<file path="src/rtl/output_layer_pkg.sv">
// Shared types, default widths and the Q8.8 saturation helper for the output layer.
package output_layer_pkg;

  typedef enum logic [1:0] {
    IDLE = 2'd0,
    MAC  = 2'd1,
    BIAS = 2'd2,
    DONE = 2'd3
  } state_t;

  localparam int DATA_W_DEF = 16;
  localparam int FRAC_DEF   = 8;
  localparam int ACC_W_DEF  = 40;

  localparam logic signed [DATA_W_DEF-1:0] SAT_MAX = 16'sh7FFF;
  localparam logic signed [DATA_W_DEF-1:0] SAT_MIN = 16'sh8000;

  localparam logic signed [ACC_W_DEF-1:0] SAT_MAX_ACC = 40'sh00_0000_7FFF;
  localparam logic signed [ACC_W_DEF-1:0] SAT_MIN_ACC = 40'shFF_FFFF_8000;

  function automatic logic signed [DATA_W_DEF-1:0] saturate(input logic signed [ACC_W_DEF-1:0] x);
    logic signed [DATA_W_DEF-1:0] r;
    if (x > SAT_MAX_ACC) begin
      r = SAT_MAX;
    end else if (x < SAT_MIN_ACC) begin
      r = SAT_MIN;
    end else begin
      r = x[DATA_W_DEF-1:0];
    end
    return r;
  endfunction

endpackage

</file>
<file path="src/rtl/output_layer_mac.sv">
// Registered signed multiply-accumulate with clear/enable; the read port rescales
// the accumulator to Q8.8, adds the bias and saturates.
module output_layer_mac
  import output_layer_pkg::*;
#(
  parameter int DATA_W = DATA_W_DEF,
  parameter int FRAC   = FRAC_DEF,
  parameter int ACC_W  = ACC_W_DEF
) (
  input  logic              clk,
  input  logic              reset,
  input  logic              clr_i,
  input  logic              en_i,
  input  logic [DATA_W-1:0] a_i,
  input  logic [DATA_W-1:0] b_i,
  input  logic [DATA_W-1:0] bias_i,
  output logic [DATA_W-1:0] result_o
);

  logic signed [2*DATA_W-1:0] prod_s;
  logic signed [ACC_W-1:0]    acc_q;
  logic signed [ACC_W-1:0]    acc_d;
  logic signed [ACC_W-1:0]    shr_s;
  logic signed [ACC_W-1:0]    sum_s;

  assign prod_s = $signed({{DATA_W{a_i[DATA_W-1]}}, a_i}) * $signed({{DATA_W{b_i[DATA_W-1]}}, b_i});
  // Shift kept in its own signed net so the >>> stays arithmetic.
  assign shr_s  = acc_q >>> FRAC;
  assign sum_s  = shr_s + $signed({{(ACC_W-DATA_W){bias_i[DATA_W-1]}}, bias_i});
  assign result_o = saturate(sum_s);

  always_comb begin
    acc_d = acc_q;
    if (clr_i) begin
      acc_d = '0;
    end else if (en_i) begin
      acc_d = acc_q + $signed({{(ACC_W-2*DATA_W){prod_s[2*DATA_W-1]}}, prod_s});
    end else begin
      acc_d = acc_q;
    end
  end

  always_ff @(posedge clk or posedge reset) begin
    if (reset) begin
      acc_q <= '0;
    end else begin
      acc_q <= acc_d;
    end
  end

endmodule

</file>
<file path="src/rtl/output_layer_seq.sv">
// Sequencer for the fully connected output layer: one shared MAC walks every node.
// Optional running argmax output enabled by defining OUTPUT_LAYER_ARGMAX_EN.
module output_layer_seq
  import output_layer_pkg::*;
#(
  parameter int N_IN   = 10,
  parameter int N_OUT  = 10,
  parameter int DATA_W = DATA_W_DEF,
  parameter int FRAC   = FRAC_DEF,
  parameter int ACC_W  = ACC_W_DEF,
  localparam int IW    = $clog2(N_IN),
  localparam int WAW   = $clog2(N_IN*N_OUT),
  localparam int NW    = $clog2(N_OUT),
  localparam int KW    = $clog2(N_IN+1)
) (
  input  logic              clk,
  input  logic              reset,
  input  logic              start,
  output logic [IW-1:0]     hidden_idx,
  input  logic [DATA_W-1:0] hidden_data,
  output logic [WAW-1:0]    w_addr,
  input  logic [DATA_W-1:0] w_data,
  output logic [NW-1:0]     b_addr,
  input  logic [DATA_W-1:0] b_data,
  output logic              out_wr,
  output logic [NW-1:0]     out_idx,
  output logic [DATA_W-1:0] out_data,
  output logic              busy,
  output logic              done
`ifdef OUTPUT_LAYER_ARGMAX_EN
  ,
  output logic [NW-1:0]     pred_idx,
  output logic              pred_valid
`endif
);

  state_t            state_q, state_d;
  logic [KW-1:0]     k_q, k_d;
  logic [NW-1:0]     node_q, node_d;
  logic [DATA_W-1:0] h_q;
  logic [DATA_W-1:0] result_s;
  logic [IW-1:0]     hidden_idx_q;
  logic [WAW-1:0]    w_addr_q;
  logic [NW-1:0]     b_addr_q;
  logic [NW-1:0]     out_idx_q;
  logic [DATA_W-1:0] out_data_q;
  logic              out_wr_q, busy_q, done_q;
  logic              mac_en_s, acc_clr_s, issue_s;

  always_comb begin
    state_d = state_q;
    k_d     = k_q;
    node_d  = node_q;
    case (state_q)
      IDLE: begin
        if (start) begin
          state_d = MAC;
          k_d     = '0;
          node_d  = '0;
        end else begin
          state_d = IDLE;
        end
      end
      MAC: begin
        if (k_q == KW'(N_IN)) begin
          state_d = BIAS;
          k_d     = '0;
        end else begin
          k_d = k_q + KW'(1);
        end
      end
      BIAS: begin
        if (node_q == NW'(N_OUT-1)) begin
          state_d = DONE;
          node_d  = '0;
        end else begin
          state_d = MAC;
          node_d  = node_q + NW'(1);
        end
      end
      DONE:    state_d = IDLE;
      default: state_d = IDLE;
    endcase
  end

  // Phase k=0 only fetches operands; products arrive from k=1 onwards.
  assign mac_en_s  = (state_q == MAC) && (k_q != '0);
  assign acc_clr_s = (state_q != MAC);
  assign issue_s   = (state_d == MAC) && (k_d < KW'(N_IN));

  output_layer_mac #(
    .DATA_W(DATA_W),
    .FRAC  (FRAC),
    .ACC_W (ACC_W)
  ) u_mac (
    .clk     (clk),
    .reset   (reset),
    .clr_i   (acc_clr_s),
    .en_i    (mac_en_s),
    .a_i     (h_q),
    .b_i     (w_data),
    .bias_i  (b_data),
    .result_o(result_s)
  );

  always_ff @(posedge clk or posedge reset) begin
    if (reset) begin
      state_q      <= IDLE;
      k_q          <= '0;
      node_q       <= '0;
      h_q          <= '0;
      hidden_idx_q <= '0;
      w_addr_q     <= '0;
      b_addr_q     <= '0;
      out_wr_q     <= 1'b0;
      out_idx_q    <= '0;
      out_data_q   <= '0;
      busy_q       <= 1'b0;
      done_q       <= 1'b0;
    end else begin
      state_q <= state_d;
      k_q     <= k_d;
      node_q  <= node_d;
      if (issue_s) begin
        w_addr_q     <= WAW'(node_d) * WAW'(N_IN) + WAW'(k_d);
        hidden_idx_q <= IW'(k_d);
      end
      // Bias address is issued early and held so b_data is stable in BIAS.
      if ((state_d == MAC) && (k_d == KW'(N_IN-1))) begin
        b_addr_q <= node_d;
      end
      if ((state_q == MAC) && (k_q < KW'(N_IN))) begin
        h_q <= hidden_data;
      end
      out_wr_q <= (state_q == BIAS);
      if (state_q == BIAS) begin
        out_idx_q  <= node_q;
        out_data_q <= result_s;
      end
      busy_q <= (state_d == MAC) || (state_d == BIAS);
      done_q <= (state_d == DONE);
    end
  end

  assign hidden_idx = hidden_idx_q;
  assign w_addr     = w_addr_q;
  assign b_addr     = b_addr_q;
  assign out_wr     = out_wr_q;
  assign out_idx    = out_idx_q;
  assign out_data   = out_data_q;
  assign busy       = busy_q;
  assign done       = done_q;

`ifdef OUTPUT_LAYER_ARGMAX_EN
  logic signed [DATA_W-1:0] max_q;
  logic [NW-1:0]            best_q, best_d, pred_idx_q;
  logic                     pred_valid_q, take_s;

  // Strict greater-than keeps the lower index on ties.
  assign take_s = (state_q == BIAS) && ((node_q == '0) || ($signed(result_s) > max_q));

  always_comb begin
    if (take_s) begin
      best_d = node_q;
    end else begin
      best_d = best_q;
    end
  end

  always_ff @(posedge clk or posedge reset) begin
    if (reset) begin
      max_q        <= '0;
      best_q       <= '0;
      pred_idx_q   <= '0;
      pred_valid_q <= 1'b0;
    end else begin
      if (take_s) begin
        max_q  <= $signed(result_s);
        best_q <= node_q;
      end
      pred_valid_q <= (state_d == DONE);
      if (state_d == DONE) begin
        pred_idx_q <= best_d;
      end
    end
  end

  assign pred_idx   = pred_idx_q;
  assign pred_valid = pred_valid_q;
`endif

endmodule
</file>
<file path="config.mk">
export PLATFORM = sky130hd
export DESIGN_NAME = output_layer_seq
export DESIGN_NICKNAME = d
export VERILOG_FILES = /design/src/rtl/output_layer_pkg.sv /design/src/rtl/output_layer_mac.sv /design/src/rtl/output_layer_seq.sv
export SDC_FILE = /design/constraint.sdc
export NUM_CORES = 1
export LEC_CHECK = 0
export CAP_MARGIN = 20
export CORE_UTILIZATION = 40
export CTS_BUF_LIST = sky130_fd_sc_hd__clkbuf_4
export CTS_CLUSTER_DIAMETER = 120
export CTS_CLUSTER_SIZE = 10
export DETAILED_ROUTE_END_ITERATION = 8
export GPL_ROUTABILITY_DRIVEN = 0
export PLACE_DENSITY = 0.69
export SYNTH_ARGS = -nofsm -noshare
export SYNTH_HDL_FRONTEND = slang
export SYNTH_HIERARCHICAL = 1
export SYNTH_SLANG_ARGS = --single-unit
</file>
<file path="constraint.sdc">
create_clock -name clk -period 8.2 [get_ports clk]
set_input_delay 1.23 -clock clk [delete_from_list [all_inputs] [get_ports clk]]
set_output_delay 1.23 -clock clk [all_outputs]
set_load 0.01 [all_outputs]
</file>
==> results of run 1 <==
final timing paths:
| kind | end | slack (ns) |
|---|---|---|
| setup / recovery | u_mac/acc_q[39] | 0.60 |
| hold / removal | out_data[8] | 0.50 |
| setup reg to reg | u_mac/acc_q[39] | 0.96 |
| hold reg to reg | out_data[8] | 0.50 |
| max in group asynchronous | out_data[2] | 6.30 |
| min in group asynchronous | out_data[12] | 0.90 |
per-stage QoR:
step / util, % / instances
2_1_floorplan: - / 2004
3_3_place_gp: 44.5 / 2669
3_5_place_dp: 44.5 / 2669
4_1_cts: 44.9 / 2685
5_1_grt: 44.9 / 2687
6_report: 44.9 / 2687
cells in the mapped netlist, drive strengths merged (4+ instances only):
| master | n |
|---|---|
| ha | 160 |
| or2 | 4 |
| xor2 | 26 |
| mux2 | 29 |
| nor4 | 12 |
| a21oi | 68 |
| o21a | 8 |
| inv | 434 |
| nor2b | 5 |
| buf | 12 |
| a41oi | 6 |
| a2111oi | 4 |
| clkbuf | 46 |
| o211ai | 8 |
| nor2 | 85 |
| a221oi | 5 |
| mux2i | 26 |
| o21ai | 58 |
| nand2 | 230 |
| xnor2 | 37 |
| nand2b | 12 |
| o31ai | 6 |
| a21o | 31 |
| fa | 333 |
| a211oi | 14 |
| nand3 | 19 |
| and2 | 121 |
| a22o | 6 |
| or3 | 7 |
| nand4 | 9 |
| a31oi | 5 |
| nor3 | 18 |
| o21bai | 9 |
| and3 | 5 |
| dfrtp | 103 |
sequential cells by signal (all words and copies together), names as in the netlist, 2 cells and up:
name	flops
b_addr	4
h_q	16
hidden_idx	4
k_q	4
node_q	4
out_data	16
out_idx	4
state_q	2
u_mac/acc_q	40
w_addr	6
worst max-delay path, cell delays in order:
cell and delay, ns:
clkdlybuf4s50_1 0.67, and2_1 0.29, fa_1 0.54, inv_1 0.06
fa_1 0.49, fa_1 0.51, inv_1 0.05, fa_1 0.49
fa_1 0.56, inv_1 0.06, fa_1 0.59, inv_1 0.07
ha_1 0.37, a21o_1 0.18, a21oi_1 0.19, o21ai_0 0.17
o21ai_0 0.19, buf_4 0.16, nand2_1 0.11, a2111oi_0 0.55
o31ai_1 0.19, a21o_1 0.21, a21oi_1 0.13
cells by family after synthesis:
family | after synthesis | synth area share (%)
muxes | 55 | 3.24
AOI/OAI and AO/OA | 258 | 9.91
DFF | 103 | 13.8
xor gates and xnor gates | 63 | 2.95
adders and majority gates | 493 | 46.3
and+or+nand+nor | 540 | 13.8
buffers and inverters | 492 | 10.0
layout make-up:
| cell class | count | area (sq um) | share of cell area [%] |
|---|---|---|---|
| diodes | 2 | 5.00 | 0.0244 |
| clock buffers | 9 | 67.6 | 0.329 |
| clock inverters | 7 | 86.3 | 0.420 |
| inverters | 434 | 1630 | 7.93 |
| multi-input cells | 1409 | 14300 | 69.5 |
| flip-flops and latches | 103 | 2580 | 12.5 |
| well taps | 600 | 751 | 3.65 |
| repair buffers | 123 | 1160 | 5.63 |
per-layer routing:
metal,track usage [%],wire (microns),up-vias
li1,-,-,6420
met3,3.24,2390,46
met4,4.52,728,0
met2,33.3,20900,344
met5,0,0,-
met1,28.5,20800,7019
==> impl_metrics.py, run 1 <==
metrics = {
    "status": {
        "status": "complete, no violations",
    },
    "final_layout": {
        "drive_above_1_share_pct": 5.76,
        "area_growth_pct": 9.79,
        "layout_common_cells": "inv_1, fa_1, nand2_1",
        "layout_commonest_cell": "inv_1",
        "stdcell_area_sq_um": 20500,
        "num-fill-cells": 4345,
        "fin_nets": 2624,
    },
    "logic_synthesis": {
        "synth.net_count": 2548,
        "seq_area_frac_synth_pct": 13.8,
        "syn_inst": 2004,
        "ys_types": 87,
        "synth_top_area_cell": "fa_1",
        "synthFlopType": "dfrtp_1",
        "syn_avg_cell_area_sq_um": 9.34,
        "synth_top_area_share_pct": 35.6,
        "ys_async_sr_fraction_pct": 100,
        "ys.warnings.count": 6,
        "synthesis.area_sq_um": 18700,
        "synth_edf_count": 0,
        "synth_area_leaders": "fa_1, dfrtp_1, ha_1",
        "ys_seq_elements": 103,
    },
    "setup_path": {
        "worstPathArrival_ns": 8.06,
        "critPathLaunch": "w_data[6]",
        "cp.required_ns": 8.66,
        "critPathKind": "primary input to flip-flop",
        "r2r_cells": 22,
        "start_kind": "primary input",
        "endpoint_kind": "flip-flop",
        "path_max_fanout": 12,
        "r2r-start": "h_q[15]",
    },
    "die": {
        "die_w_microns": 218,
        "io_pins": 89,
        "rows": 78,
        "floorplan.initialDensity_pct": 40.9,
        "die_area_sq_um": 47600,
        "core-area_sq_um": 45800,
        "chipHeight_microns": 218,
    },
    "clock_network": {
        "clockBufferDepth": 2,
        "cts-htree-levels": 3,
        "cts_tree": "built",
        "clk_latency_ns": 0.58,
        "cts_root_buf": "clkbuf_4",
        "cts_sinks": 103,
        "cts_setup_buffers": 0,
        "cts_resized": 0,
        "hold_buffers": 0,
        "clkTransAtPathRegs_ns": 0.20,
        "cts_buffers": 9,
    },
    "place": {
        "dp_hpwl_microns": 37300,
        "port_buffers": 88,
        "pre_cts_slack_ns": 0.0689,
        "dpl_cell_area_sq_um": 20400,
    },
    "timing": {
        "whs_ns": 0.499,
        "hold_viol_final": 0,
        "worst_pin_slew_ns": 0.910,
        "max_clock_freq_mhz": 132,
        "maxSlewHeadroom_pct": 39.3,
        "min_period_ns": 7.60,
        "finalSetupViolCount": 0,
        "skew_ns": 0.0599,
        "rsz0062_at_grt": "false",
        "timing.final.ws_setup_ns": 0.602,
        "timing.final.crit_share_pct": 92.7,
        "fin_setup_tns_ns": 0,
        "drv_slew": 0,
    },
    "grt": {
        "overflow": 0,
        "antenna_found_initial": 3,
        "grt.total_usage_pct": 20.4,
        "grt_pass1_wl_microns": 77700,
        "grt_pass1_vias": 15100,
        "grt_max_degree": 57,
    },
    "route": {
        "drc": 0,
        "wl_per_cell_microns": 16.7,
        "via_per_inst": 5.15,
        "drt_iter0_markers": 754,
        "num_vias": 13800,
        "ant_nets": 0,
        "wl_microns": 44800,
        "drt_pass1_iterations": 5,
    },
    "worst_hold_path": {
        "hp-class": "flip-flop to flip-flop",
        "holdPathStages": 2,
        "hp-start": "out_data[8]",
    },
    "run": {
        "maxCapViolations": 0,
    },
}
Power of run 1 is not shown: default switching activity piles up to over one toggle a cycle in this logic, so the estimate is an artifact.
==> run 2: changes to the inputs <==
clock period = 9.29 ns   (was 8.2 ns; I/O delays follow)
==> impl_metrics.py, run 2 (synthesis results as in run 1) <==
metrics = {
    "worst_hold_path": {
        "holdPathStages": 2,
        "hp-class": "flip-flop to flip-flop",
        "hp-start": "out_data[5]",
    },
    "final_layout": {
        "fin_nets": 2601,
        "drive_above_1_share_pct": 4.70,
        "num-fill-cells": 4395,
        "layout_commonest_cell": "inv_1",
        "multi_input_area_sq_um": 14300,
        "regMostFlops": "u_mac/acc_q",
        "layout_common_cells": "inv_1, fa_1, nand2_1",
        "largest_reg_flops": 40,
        "stdcell_area_sq_um": 20400,
        "ff_latch_area_sq_um": 2580,
        "area_growth_pct": 8.83,
    },
    "setup_path": {
        "critPathKind": "primary input to flip-flop",
        "rrSetupSlack_ns": 2.11,
        "cp.required_ns": 9.76,
        "r2r_cells": 22,
        "endpoint_kind": "flip-flop",
        "critPathLaunch": "w_data[4]",
        "path_max_fanout": 16,
        "start_kind": "primary input",
        "worstPathArrival_ns": 8.61,
        "r2r-start": "h_q[15]",
    },
    "route": {
        "wl_per_cell_microns": 16.6,
        "wl_microns": 44200,
        "drc": 0,
        "num_vias": 13500,
        "drt_iter0_markers": 758,
        "drt_pass1_iterations": 5,
        "ant_nets": 0,
        "via_per_inst": 5.08,
    },
    "die": {
        "io_pins": 89,
        "chipHeight_microns": 218,
        "die_w_microns": 218,
        "die_area_sq_um": 47600,
        "core-area_sq_um": 45800,
        "floorplan.initialDensity_pct": 40.9,
        "rows": 78,
    },
    "timing": {
        "min_period_ns": 8.13,
        "drv_slew": 0,
        "hold_viol_final": 0,
        "skew_ns": 0.0549,
        "rsz0062_at_grt": "false",
        "timing.final.crit_share_pct": 87.6,
        "fin_setup_tns_ns": 0,
        "worst_pin_slew_ns": 0.969,
        "whs_ns": 0.503,
        "finalSetupViolCount": 0,
        "max_clock_freq_mhz": 123,
        "maxSlewHeadroom_pct": 35.4,
    },
    "clock_network": {
        "clockBufferDepth": 2,
        "clk_latency_ns": 0.58,
        "cts_root_buf": "clkbuf_4",
        "cts_sinks": 103,
        "cts_buffers": 9,
        "cts_tree": "built",
        "clkTransAtPathRegs_ns": 0.17,
        "cts_setup_buffers": 0,
        "hold_buffers": 0,
        "cts-htree-levels": 3,
        "cts_resized": 0,
    },
    "run": {
        "maxCapViolations": 0,
    },
    "grt": {
        "grt_pass1_vias": 14800,
        "grt_max_degree": 48,
        "grt.total_usage_pct": 20.1,
        "overflow": 0,
        "grt_pass1_wl_microns": 76600,
        "antenna_found_initial": 1,
    },
    "place": {
        "port_buffers": 88,
        "dp_hpwl_microns": 36600,
        "dpl_cell_area_sq_um": 20200,
    },
    "status": {
        "status": "complete, no violations",
    },
}
## run 2: cell count changes in the layout (fill, tap and decap cells not counted), sizes merged
cell,delta
buf,-23
bufinv,+1
clkinv,-3
diode,-1
inv,+2
## run 2: routing by layer
layer  GRT usage (%)  part of all wire [%]  up-vias
li1                -                     -     6359
met1            28.8                    47     6809
met2            31.7                    46      310
met3            3.42                   5.5       37
met4            4.76                   1.6        0
met5               0                     0        -
## run 2: final timing paths
check / to
min: out_data[5]
max: u_mac/acc_q[39]
max reg2reg: u_mac/acc_q[39]
max in group asynchronous: out_wr
min reg2reg: out_data[5]
min in group asynchronous: out_data[13]
## run 2: final cells by class
cell class,instances,area share (%)
flip-flops and latches,103,12.7
repair buffers,100,4.77
clock buffers,9,0.332
multi-input cells,1409,70.1
well taps,600,3.69
diodes,1,0.0123
clock inverters,7,0.467
inverters,434,8.00
## run 2: critical path: stages
cell	delay, ns
clkdlybuf4s50_1	0.94
nand2_1	0.27
fa_1	0.61
inv_1	0.07
fa_1	0.48
inv_1	0.20
fa_1	0.76
inv_1	0.10
fa_1	0.48
fa_1	0.49
inv_1	0.05
fa_1	0.47
inv_1	0.04
ha_1	0.34
a21o_1	0.23
nand2_1	0.09
nand2b_1	0.08
a21o_1	0.19
a22o_1	0.24
a2111oi_0	0.52
o31ai_1	0.20
a21o_1	0.20
a21oi_1	0.12
## run 2: stage by stage
stage | worst slack (ns) | cells | util, %
2_1_floorplan | 1.88 | 2004 | -
3_3_place_gp | 0.852 | 2646 | 44.1
3_5_place_dp | 0.643 | 2646 | 44.1
4_1_cts | 1.20 | 2662 | 44.5
5_1_grt | 0.685 | 2663 | 44.5
6_report | 1.16 | 2663 | 44.5
Power of run 2 is left out for the same reason.
==> run 3: changes to the inputs <==
CORE_UTILIZATION = 38   (was 40)
PLACE_DENSITY = 0.66   (was 0.69)
==> impl_metrics.py, run 3 (synthesis results as in run 1) <==
metrics = {
    "worst_hold_path": {
        "hp-class": "flip-flop to flip-flop",
    },
    "grt": {
        "grt_use_met2_pct": 30.3,
        "antenna_found_initial": 1,
        "grt_pass1_vias": 14700,
        "grt_pass1_wl_microns": 76500,
        "grt_max_degree": 53,
        "grt.met3_usage_pct": 3.49,
        "gr-max-usage-layer": "met2",
        "overflow": 0,
        "use_met1_pct": 27.0,
        "grt.total_usage_pct": 19.0,
    },
    "final_layout": {
        "layout_common_cells": "inv_1, fa_1, nand2_1",
        "regMostFlops": "u_mac/acc_q",
        "drive_above_1_share_pct": 4.66,
        "fin_nets": 2600,
        "largest_reg_flops": 40,
        "final_util_pct": 42.4,
        "area_growth_pct": 9.19,
        "layout_commonest_cell": "inv_1",
    },
    "timing": {
        "rsz0062_at_grt": "false",
        "min_period_ns": 8.16,
        "finalSetupViolCount": 0,
        "hold_viol_final": 0,
        "worst_pin_slew_ns": 0.889,
        "maxSlewHeadroom_pct": 40.7,
        "skew_ns": 0.0282,
        "fin_setup_tns_ns": 0,
        "max_clock_freq_mhz": 122,
        "timing.final.crit_share_pct": 87.9,
        "drv_slew": 0,
        "timing.final.ws_setup_ns": 1.13,
    },
    "clock_network": {
        "cts_root_buf": "clkbuf_4",
        "cts_buffers": 9,
        "clkTransAtPathRegs_ns": 0.21,
        "cts_tree": "built",
        "cts_resized": 0,
        "cts-htree-levels": 3,
        "clk_latency_ns": 0.54,
        "cts_setup_buffers": 0,
        "hold_buffers": 0,
        "cts_sinks": 103,
        "clockBufferDepth": 2,
    },
    "setup_path": {
        "cp.required_ns": 9.77,
        "start_kind": "primary input",
        "worstPathArrival_ns": 8.64,
        "critPathKind": "primary input to flip-flop",
        "path_max_fanout": 16,
        "endpoint_kind": "flip-flop",
    },
    "die": {
        "core-area_sq_um": 48100,
        "chipHeight_microns": 224,
        "rows": 80,
        "io_pins": 89,
        "die_area_sq_um": 50100,
        "floorplan.initialDensity_pct": 38.9,
        "die_w_microns": 224,
    },
    "route": {
        "num_vias": 13600,
        "drt_pass1_iterations": 5,
        "drt_iter0_markers": 778,
        "drc": 0,
        "via_per_inst": 5.00,
        "wl_per_cell_microns": 16.3,
        "ant_nets": 0,
        "wl_microns": 44300,
    },
    "run": {
        "maxCapViolations": 0,
    },
    "status": {
        "status": "complete, no violations",
    },
    "place": {
        "port_buffers": 88,
        "pre_cts_slack_ns": 0.626,
        "dp_hpwl_microns": 36800,
    },
}
[run 3: cell count changes in the layout (fill, tap and decap cells not counted)]
cell / delta
inv_12: +3
buf_4: -1
bufinv_16: -1
inv_6: -2
diode_2: +1
[run 3: metrics by stage]
| stage | cell area, sq um | hold slack, ns | instances |
|---|---|---|---|
| final | 20400 | 0.510 | 2719 |
| after global routing | 20400 | 0.529 | 2719 |
| after CTS | 20400 | 0.511 | 2717 |
| after detailed placement | 20300 | 0.467 | 2701 |
| after global placement | 20300 | 0.465 | 2701 |
| after floorplan | 18700 | 0.491 | 2004 |
[run 3: path summary, 6_finish.rpt]
kind                             start         endpoint  slack [ns]  depth (start not counted)
max                          w_data[6]  u_mac/acc_q[39]        1.13                         22
min                        out_data[3]      out_data[3]        0.51                          2
max reg2reg                     h_q[6]  u_mac/acc_q[39]        2.09                         21
min reg2reg                out_data[3]      out_data[3]        0.51                          2
max in group asynchronous        reset          h_q[13]        7.15                          3
min in group asynchronous        reset             busy        1.12                          2
[run 3: worst max-delay path: stages]
cell and delay, ns:
clkdlybuf4s50_1 0.79, and2_1 0.34, fa_1 0.53, inv_1 0.05
fa_1 0.50, fa_1 0.51, inv_1 0.05, fa_1 0.46
fa_1 0.56, inv_1 0.06, fa_1 0.58, inv_1 0.06
ha_1 0.37, a21o_1 0.19, a21oi_1 0.22, o21ai_0 0.18
o21ai_0 0.42, nand2_1 0.27, a2111oi_0 0.57, o31ai_1 0.19
a21o_1 0.21, a21oi_1 0.12
[run 3: metal layers]
metal / vias up / share of wire [%]
met4: 0 / 1.5
met2: 310 / 46
met5: - / 0
li1: 6385 / -
met3: 44 / 5.2
met1: 6846 / 48
[run 3: final cells by class]
type | count | area (sq um)
repair buffers | 99 | 963
clock inverters | 7 | 96.3
multi-input cells | 1409 | 14300
clock buffers | 9 | 67.6
inverters | 434 | 1630
well taps | 656 | 821
flip-flops and latches | 103 | 2580
diodes | 2 | 5.00
fillers | 4674 | 27700
Power of run 3 is left out for the same reason.
